`config.mk`:
```
export PLATFORM = sky130hd
export DESIGN_NAME = mem_port_arbiter_flat
export DESIGN_NICKNAME = d
export VERILOG_FILES = /design/src/rtl/mem_port_if.sv /design/src/rtl/mem_port_arbiter.sv /design/src/flat_wrapper.sv
export SDC_FILE = /design/constraint.sdc
export NUM_CORES = 1
export LEC_CHECK = 0
export CORE_MARGIN = 4
export CORE_UTILIZATION = 37
export DETAILED_ROUTE_END_ITERATION = 8
export PLACE_DENSITY = 0.81
export SYNTH_ARGS = -nofsm -noshare
export SYNTH_HDL_FRONTEND = slang
export SYNTH_SLANG_ARGS = --single-unit
export TNS_END_PERCENT = 50
```
`constraint.sdc`:
```
create_clock -name clk -period 2.4 [get_ports clk]
set_clock_uncertainty 0.15 [all_clocks]
set_input_delay 0.48 -clock clk [delete_from_list [all_inputs] [get_ports clk]]
set_output_delay 0.48 -clock clk [all_outputs]
set_load 0.02 [all_outputs]
```
`src/rtl/mem_port_if.sv`:
```
// Request/response bundle between the CPU fetch and load/store paths, the
// port arbiter and the single-ported SRAM macro.
interface mem_port_if #(
    parameter int AW = 32,
    parameter int DW = 32
);
    logic              if_req;
    logic [AW-1:0]     if_addr;
    logic              if_valid;
    logic [DW-1:0]     if_rdata;

    logic              d_read;
    logic [DW/8-1:0]   d_write;
    logic [AW-1:0]     d_addr;
    logic [DW-1:0]     d_wdata;
    logic              d_valid;
    logic [DW-1:0]     d_rdata;

    logic              mem_cs;
    logic [DW/8-1:0]   mem_we;
    logic [AW-1:0]     mem_addr;
    logic [DW-1:0]     mem_wdata;
    logic [DW-1:0]     mem_rdata;

    // Arbiter side
    modport slave (
        input  if_req, if_addr, d_read, d_write, d_addr, d_wdata, mem_rdata,
        output if_valid, if_rdata, d_valid, d_rdata,
        output mem_cs, mem_we, mem_addr, mem_wdata
    );

    // CPU core plus SRAM side
    modport master (
        output if_req, if_addr, d_read, d_write, d_addr, d_wdata, mem_rdata,
        input  if_valid, if_rdata, d_valid, d_rdata,
        input  mem_cs, mem_we, mem_addr, mem_wdata
    );
endinterface

```
`src/rtl/mem_port_arbiter.sv`:
```
// Arbitrates fetch and load/store accesses onto one single-ported SRAM, one access in flight.
// Define MEM_ARB_PERF_EN to build the cnt_fetch/cnt_stall performance counters.
module mem_port_arbiter #(
    parameter int AW      = 32,
    parameter int DW      = 32,
    parameter int MEM_LAT = 1,
    parameter int CNT_W   = 32
) (
    input  logic             clk,
    input  logic             rst,
    mem_port_if.slave        bus,
    output logic             err_both,
    output logic [CNT_W-1:0] cnt_fetch,
    output logic [CNT_W-1:0] cnt_stall
);
    localparam int LW = 3;

    typedef enum logic [1:0] {IDLE, RD_WAIT, WR_ACK} state_t;
    typedef enum logic {GNT_FETCH, GNT_DATA} gnt_t;

    state_t        state, state_nxt;
    gnt_t          last_gnt, owner, gnt;
    logic [LW-1:0] lat_cnt;
    logic          d_store, if_pend, d_pend, issue, last_count;

    // A requester still holds its req in the cycle its valid pulses; mask it so it is not re-issued.
    assign d_store    = |bus.d_write;
    assign if_pend    = bus.if_req & ~bus.if_valid;
    assign d_pend     = (bus.d_read | d_store) & ~bus.d_valid;
    assign last_count = (lat_cnt == LW'(MEM_LAT));

    always_ff @(posedge clk) begin
        if (rst) state <= IDLE;
        else     state <= state_nxt;
    end

    always_comb begin
        // NOTE: every variable gets a default before the case so no latch is inferred.
        state_nxt = state;
        gnt       = last_gnt;
        issue     = 1'b0;
        case (state)
            IDLE: begin
                if (if_pend || d_pend) begin
                    issue = 1'b1;
                    if (if_pend && d_pend)
                        gnt = (last_gnt == GNT_DATA) ? GNT_FETCH : GNT_DATA;
                    else
                        gnt = if_pend ? GNT_FETCH : GNT_DATA;
                    state_nxt = (gnt == GNT_DATA && d_store) ? WR_ACK : RD_WAIT;
                end
            end
            RD_WAIT: if (last_count) state_nxt = IDLE;
            WR_ACK:  state_nxt = IDLE;
            default: state_nxt = IDLE;
        endcase
    end

    // NOTE: sequential state uses non-blocking assignments so every register samples pre-edge values.
    always_ff @(posedge clk) begin
        if (rst) begin
            last_gnt      <= GNT_DATA;
            owner         <= GNT_DATA;
            lat_cnt       <= '0;
            bus.mem_cs    <= 1'b0;
            bus.mem_we    <= '0;
            bus.mem_addr  <= '0;
            bus.mem_wdata <= '0;
            bus.if_valid  <= 1'b0;
            bus.d_valid   <= 1'b0;
            bus.if_rdata  <= '0;
            bus.d_rdata   <= '0;
            err_both      <= 1'b0;
        end else begin
            bus.mem_cs   <= issue;
            bus.mem_we   <= '0;
            bus.if_valid <= 1'b0;
            bus.d_valid  <= 1'b0;
            lat_cnt      <= (state == RD_WAIT) ? lat_cnt + 1'b1 : '0;

            if (issue) begin
                last_gnt <= gnt;
                owner    <= gnt;
                if (gnt == GNT_FETCH) begin
                    bus.mem_addr <= {bus.if_addr[AW-1:2], 2'b00};
                end else begin
                    bus.mem_addr  <= {bus.d_addr[AW-1:2], 2'b00};
                    bus.mem_we    <= bus.d_write;
                    bus.mem_wdata <= bus.d_wdata;
                end
            end

            if (state == RD_WAIT && last_count) begin
                if (owner == GNT_FETCH) begin
                    bus.if_rdata <= bus.mem_rdata;
                    bus.if_valid <= 1'b1;
                end else begin
                    bus.d_rdata <= bus.mem_rdata;
                    bus.d_valid <= 1'b1;
                end
            end

            if (state == WR_ACK) bus.d_valid <= 1'b1;

            if (bus.d_read && d_store) err_both <= 1'b1;
        end
    end

`ifdef MEM_ARB_PERF_EN
    logic if_stall, d_stall;

    // Waiting means pending but neither granted this cycle nor owning the access in flight.
    assign if_stall = if_pend && !(issue && gnt == GNT_FETCH)
                      && !(state != IDLE && owner == GNT_FETCH);
    assign d_stall  = d_pend && !(issue && gnt == GNT_DATA)
                      && !(state != IDLE && owner == GNT_DATA);

    always_ff @(posedge clk) begin
        if (rst) begin
            cnt_fetch <= '0;
            cnt_stall <= '0;
        end else begin
            if (state == RD_WAIT && last_count && owner == GNT_FETCH)
                cnt_fetch <= cnt_fetch + 1'b1;
            cnt_stall <= cnt_stall + CNT_W'(if_stall) + CNT_W'(d_stall);
        end
    end
`else
    assign cnt_fetch = '0;
    assign cnt_stall = '0;
`endif
endmodule

```
`src/flat_wrapper.sv`:
```
// flat-port wrapper written by rule: the top's interface ports become plain ports
module mem_port_arbiter_flat 
#(
    parameter int AW      = 32,
    parameter int DW      = 32,
    parameter int MEM_LAT = 1,
    parameter int CNT_W   = 32
)
  (clk, rst, err_both, cnt_fetch, cnt_stall, bus_if_req, bus_if_addr, bus_d_read, bus_d_write, bus_d_addr, bus_d_wdata, bus_mem_rdata, bus_if_valid, bus_if_rdata, bus_d_valid, bus_d_rdata, bus_mem_cs, bus_mem_we, bus_mem_addr, bus_mem_wdata);
  mem_port_if #(.AW(AW), .DW(DW)) bus_i ();
  input  logic clk;
  input  logic rst;
  output logic err_both;
  output logic [CNT_W-1:0] cnt_fetch;
  output logic [CNT_W-1:0] cnt_stall;
  input wire logic [$bits(bus_i.if_req)-1:0] bus_if_req;
  input wire logic [$bits(bus_i.if_addr)-1:0] bus_if_addr;
  input wire logic [$bits(bus_i.d_read)-1:0] bus_d_read;
  input wire logic [$bits(bus_i.d_write)-1:0] bus_d_write;
  input wire logic [$bits(bus_i.d_addr)-1:0] bus_d_addr;
  input wire logic [$bits(bus_i.d_wdata)-1:0] bus_d_wdata;
  input wire logic [$bits(bus_i.mem_rdata)-1:0] bus_mem_rdata;
  output wire logic [$bits(bus_i.if_valid)-1:0] bus_if_valid;
  output wire logic [$bits(bus_i.if_rdata)-1:0] bus_if_rdata;
  output wire logic [$bits(bus_i.d_valid)-1:0] bus_d_valid;
  output wire logic [$bits(bus_i.d_rdata)-1:0] bus_d_rdata;
  output wire logic [$bits(bus_i.mem_cs)-1:0] bus_mem_cs;
  output wire logic [$bits(bus_i.mem_we)-1:0] bus_mem_we;
  output wire logic [$bits(bus_i.mem_addr)-1:0] bus_mem_addr;
  output wire logic [$bits(bus_i.mem_wdata)-1:0] bus_mem_wdata;
  assign bus_i.if_req = bus_if_req;
  assign bus_i.if_addr = bus_if_addr;
  assign bus_i.d_read = bus_d_read;
  assign bus_i.d_write = bus_d_write;
  assign bus_i.d_addr = bus_d_addr;
  assign bus_i.d_wdata = bus_d_wdata;
  assign bus_i.mem_rdata = bus_mem_rdata;
  assign bus_if_valid = bus_i.if_valid;
  assign bus_if_rdata = bus_i.if_rdata;
  assign bus_d_valid = bus_i.d_valid;
  assign bus_d_rdata = bus_i.d_rdata;
  assign bus_mem_cs = bus_i.mem_cs;
  assign bus_mem_we = bus_i.mem_we;
  assign bus_mem_addr = bus_i.mem_addr;
  assign bus_mem_wdata = bus_i.mem_wdata;
  mem_port_arbiter #(.AW(AW), .DW(DW), .MEM_LAT(MEM_LAT), .CNT_W(CNT_W)) u_core (.clk(clk), .rst(rst), .bus(bus_i), .err_both(err_both), .cnt_fetch(cnt_fetch), .cnt_stall(cnt_stall));
endmodule
```
==> results_tabular.tex <==
\begin{tabular}{lr}
\hline
Metric & Value \\
\hline
\multicolumn{2}{l}{\textbf{Synth}} \\
\quad Most frequently used flop master after synthesis & sky130\_fd\_sc\_hd\_\_dfxtp\_1 \\
\quad Number of enable-type register cells in the synthesized netlist & 0 \\
\quad Number of flip-flops and latches in the synthesized netlist & 140 \\
\quad Post-Syn Area per Cell & approximately 8.6 µm² \\
\quad Proportion of synthesized chip area in sequential cells & between 50\% and 60\% \\
\quad Gate count after technology mapping & 640 \\
\quad Synth warn & 0 \\
\quad Distinct cell type count of the synthesized netlist & 31 \\
\quad Post-synth ARST share & 0\% \\
\quad Synthesized area & about 0.0055 mm² \\
\multicolumn{2}{l}{\textbf{Power and ir drop}} \\
\quad Worst IR drop on VDD & $\sim$0.00055 V \\
\quad Lkg Pwr & approximately 3.4 nW \\
\quad Sequential Power Share & a little under two fifths \\
\quad Clock network power share & 37.1\% \\
\quad Fraction of power spent switching nets & about 28\% \\
\quad Total power after layout & 7.20 mW \\
\quad P\_int & 5.18 mW \\
\quad P\_sw & just over 2 mW \\
\quad Pwr/cell area & just over 800 mW/mm² \\
\quad Power share of the combinational group & roughly a quarter \\
\multicolumn{2}{l}{\textbf{Clock tree}} \\
\quad Clock sink count & 140 \\
\quad Clock latency of the later-clocked register in the worst-skew pair & 0.41 ns \\
\quad Clk pin slew, worst setup/hold paths & roughly 0.05 ns \\
\quad Number of buffers added by the clock tree synthesis step & 17 \\
\quad Worst-case clock buffer depth & 2 \\
\quad Post-CTS setup buffers & 0 \\
\quad PostCTS Resize Cnt & 0 \\
\quad TritonCTS clock tree & done \\
\quad Hold Buf Count CTS & 0 \\
\quad Clock root buffer & sky130\_fd\_sc\_hd\_\_clkbuf\_16 \\
\quad Maximum level of the CTS H-tree & 4 \\
\multicolumn{2}{l}{\textbf{Critical path}} \\
\quad Cells traversed along the worst timing path & clkdlybuf4s50\_1 -> nor2b\_1 -> nor3\_1 -> a2111oi\_1 -> nand2b\_1 -> buf\_4 -> o2bb2ai\_1 \\
\quad Slowest cell delay on critical path & 0.54 ns \\
\quad Critical Path Slowest Stage Cell & sky130\_fd\_sc\_hd\_\_a2111oi\_1 \\
\quad Worst path top cell family by delay & compound AO/OA/AOI/OAI gates \\
\quad Crit. End Element & register \\
\quad Worst path required time & 2.59 ns \\
\quad Maximum fanout encountered on the critical timing path & 15 \\
\quad Critical path startpoint category & primary input \\
\quad Reg2reg setup slack & $\sim$0.50 ns \\
\quad Critical path buffers and inverters & 2 \\
\quad Kind of critical path & in -> reg \\
\quad Critical Path AT & roughly 2.4 ns \\
\multicolumn{2}{l}{\textbf{Run}} \\
\quad Number of maximum-capacitance violations & 0 \\
\multicolumn{2}{l}{\textbf{Timing}} \\
\quad Final critical path time including I/O delays and setup & 2.16 ns \\
\quad Total of endpoints with negative setup slack in the final report & 0 \\
\quad Final hold violation count & 0 \\
\quad Pins over their slew limit & 0 \\
\quad Slew at the pin closest to its max-slew limit & 0.542 ns \\
\quad Fmax & $\sim$460 MHz \\
\quad Share of the clock period used by the worst path & around nine tenths \\
\quad Headroom to the max-slew limit & a little under two thirds \\
\quad RSZ-0062 raised after global routing & no \\
\multicolumn{2}{l}{\textbf{Placement}} \\
\quad Detail Placement HPWL & about 12 mm \\
\quad Count of input and output buffers & 265 \\
\quad Count of placed standard cells including taps & $\sim$1100 \\
\quad Cell area reported after detailed placement & slightly above 0.008 mm² \\
\quad Gpl congestion & 0.780 \\
\multicolumn{2}{l}{\textbf{Detailed routing}} \\
\quad Number of violations reported at the end of detailed-routing iteration 0 & 210 \\
\quad Detailed-route vias per instance & 4.56 \\
\quad Antenna violation net count after detailed routing & 0 \\
\quad Detailed-route wire length per cell & about 15 µm \\
\quad Number of remaining DRC errors & 0 \\
\quad First-pass iteration count of the detailed router & 4 \\
\quad Final wirelength & $\sim$16 mm \\
\quad Vias after detailed routing & roughly 5000 \\
\multicolumn{2}{l}{\textbf{Global route}} \\
\quad Vias in the first global route & between 4000 and 5000 \\
\quad Wire length of the first global-routing pass & about 24 mm \\
\quad Aggregate global-route resource usage & between 10\% and 20\% \\
\quad Pin count of the biggest net entering global routing & between 60 and 70 \\
\quad Number of antenna violations at the first check in global routing & 0 \\
\quad Grt ovf & 0 \\
\multicolumn{2}{l}{\textbf{Die}} \\
\quad Area of the core region & 0.0146 mm² \\
\quad Starting density of the core & 37.9\% \\
\quad Die Height & between 100 and 150 µm \\
\quad Site row count & 44 \\
\quad Area enclosed by the die boundary & roughly 0.017 mm² \\
\quad Num ports & approximately 340 \\
\quad Die width & between 100 and 150 µm \\
\multicolumn{2}{l}{\textbf{Finish}} \\
\quad Area delta synth->final & 59.2\% \\
\quad Post-layout net count & slightly above 1000 \\
\quad Number of diodes & 0 \\
\quad Final non-filler cell total & between 1000 and 1500 \\
\quad Final design instance area without fill & 0.00881 mm² \\
\quad Share of final-layout standard cells stronger than drive strength 1 & under 10\% \\
\quad Fillers & between 1000 and 1500 \\
\multicolumn{2}{l}{\textbf{Status}} \\
\quad Outcome & finished clean \\
\multicolumn{2}{l}{\textbf{Min path}} \\
\quad Class of the worst hold path & reg -> reg \\
\hline
\end{tabular}
-- final timing paths --
| kind | depth (start not counted) | to | start |
|---|---|---|---|
| min reg2reg | 2 | u_core.bus.d_rdata[0]$_SDFFE_PP0P_ | u_core.bus.d_rdata[0]$_SDFFE_PP0P_ |
| min | 2 | u_core.bus.d_rdata[0]$_SDFFE_PP0P_ | u_core.bus.d_rdata[0]$_SDFFE_PP0P_ |
| max | 7 | u_core.bus.mem_addr[18]$_SDFFE_PP0N_ | bus_if_req |
| max reg2reg | 7 | u_core.bus.d_rdata[31]$_SDFFE_PP0P_ | u_core.lat_cnt[0]$_SDFF_PP0_ |
-- power by group through the flow --
stage          clock, mW  combinational, mW  sequential (mW)
2_1_floorplan          0              0.780             2.97
3_3_place_gp           0               1.83             2.73
3_5_place_dp           0               1.85             2.73
4_1_cts             2.73               1.85             2.69
5_1_grt             2.83               1.96             2.71
6_report            2.67               1.84             2.69
-- sequential cells by signal, summed over array words and instances, names as in the netlist --
| signal | count |
|---|---|
| u_core.bus.d_valid | 1 |
| u_core.state | 2 |
| u_core.bus.d_rdata | 32 |
| u_core.bus.mem_cs | 1 |
| u_core.bus.if_rdata | 32 |
| u_core.bus.mem_wdata | 32 |
| u_core.bus.mem_addr | 30 |
| u_core.err_both | 1 |
| u_core.bus.mem_we | 4 |
| u_core.last_gnt | 1 |
| u_core.bus.if_valid | 1 |
| u_core.lat_cnt | 3 |
-- cells by family after synthesis --
logic type	after synthesis	synth area share, %
buf+inv	111	12.8
mux	30	5.43
other cells	1	0.0678
compound gates	136	14.7
flops	140	50.6
xor+xnor	1	0.158
fa+ha+maj	2	0.452
simple gates	219	15.8
-- cell type report --
cell class / instances / area (µm²) / area share, %
repair buffers: 285 / 2880 / 32.6
flip-flops and latches: 140 / 2800 / 31.8
multi-input cells: 454 / 2290 / 26.0
clock buffers: 26 / 499 / 5.67
well taps: 184 / 230 / 2.61
clock inverters: 6 / 108 / 1.22
inverters: 2 / 7.51 / 0.0852
-- worst min-delay path: cells and delay by family (launching register included) --
family	cells	cell delay [ns]
flops	1	0.30
simple gates	1	0.05
compound gates	1	0.05
-- cell usage after synthesis, types with 2 or more instances --
master                      instances  area, µm²
sky130_fd_sc_hd__nand2_1          193        724
sky130_fd_sc_hd__dfxtp_1          140       2800
sky130_fd_sc_hd__a21oi_1           99        495
sky130_fd_sc_hd__buf_4             66        495
sky130_fd_sc_hd__clkbuf_1          30        113
sky130_fd_sc_hd__mux2i_1           30        300
sky130_fd_sc_hd__o2bb2ai_1         30        263
sky130_fd_sc_hd__buf_2              9       45.0
sky130_fd_sc_hd__nor2_1             7       26.3
sky130_fd_sc_hd__and3_1             4       25.0
sky130_fd_sc_hd__buf_6              4       45.0
sky130_fd_sc_hd__nand2b_1           4       25.0
sky130_fd_sc_hd__nor2b_1            3       18.8
sky130_fd_sc_hd__and2_1             2       12.5
sky130_fd_sc_hd__ha_1               2       25.0
sky130_fd_sc_hd__nor3_1             2       10.0
-- layer usage --
layer,GRT usage [%],wire (µm),vias up
met5,0,0,-
met3,6.43,1220,27
li1,-,-,2496
met2,30.4,8210,175
met4,7.21,344,0
met1,21.1,6520,2300
-- cells in the final DEF, fill, tap and decap left out, types with 2 or more instances in the layout --
| cell type | Yosys | routed |
|---|---|---|
| sky130_fd_sc_hd__and2_1 | 2 | 2 |
| sky130_fd_sc_hd__clkbuf_16 | 0 | 17 |
| sky130_fd_sc_hd__o2bb2ai_1 | 30 | 30 |
| sky130_fd_sc_hd__nor2b_1 | 3 | 2 |
| sky130_fd_sc_hd__nor2_1 | 7 | 6 |
| sky130_fd_sc_hd__conb_1 | 1 | 66 |
| sky130_fd_sc_hd__bufinv_16 | 0 | 3 |
| sky130_fd_sc_hd__nand2_1 | 193 | 193 |
| sky130_fd_sc_hd__and3_1 | 4 | 4 |
| sky130_fd_sc_hd__buf_12 | 0 | 6 |
| sky130_fd_sc_hd__mux2i_1 | 30 | 30 |
| sky130_fd_sc_hd__ha_1 | 2 | 2 |
| sky130_fd_sc_hd__a21oi_1 | 99 | 98 |
| sky130_fd_sc_hd__buf_4 | 66 | 15 |
| sky130_fd_sc_hd__clkdlybuf4s50_1 | 0 | 264 |
| sky130_fd_sc_hd__clkbuf_8 | 0 | 4 |
| sky130_fd_sc_hd__clkinv_2 | 0 | 2 |
| sky130_fd_sc_hd__clkbuf_1 | 30 | 5 |
| sky130_fd_sc_hd__nor3_1 | 2 | 2 |
| sky130_fd_sc_hd__nand2b_1 | 4 | 4 |
| sky130_fd_sc_hd__dfxtp_1 | 140 | 140 |
-- metrics by stage --
stage          setup WS (ns)  utilization, %  setup TNS [ns]  hold WS [ns]
2_1_floorplan          0.384               -               0         0.271
3_3_place_gp          -0.111            56.2           -6.01         0.288
3_5_place_dp          -0.229            56.2          -10.75         0.295
4_1_cts                0.205            60.4               0         0.303
5_1_grt               0.0491            60.4               0         0.321
6_report               0.240            60.4               0         0.301
Note: power is estimated with default switching activity, not from simulation.
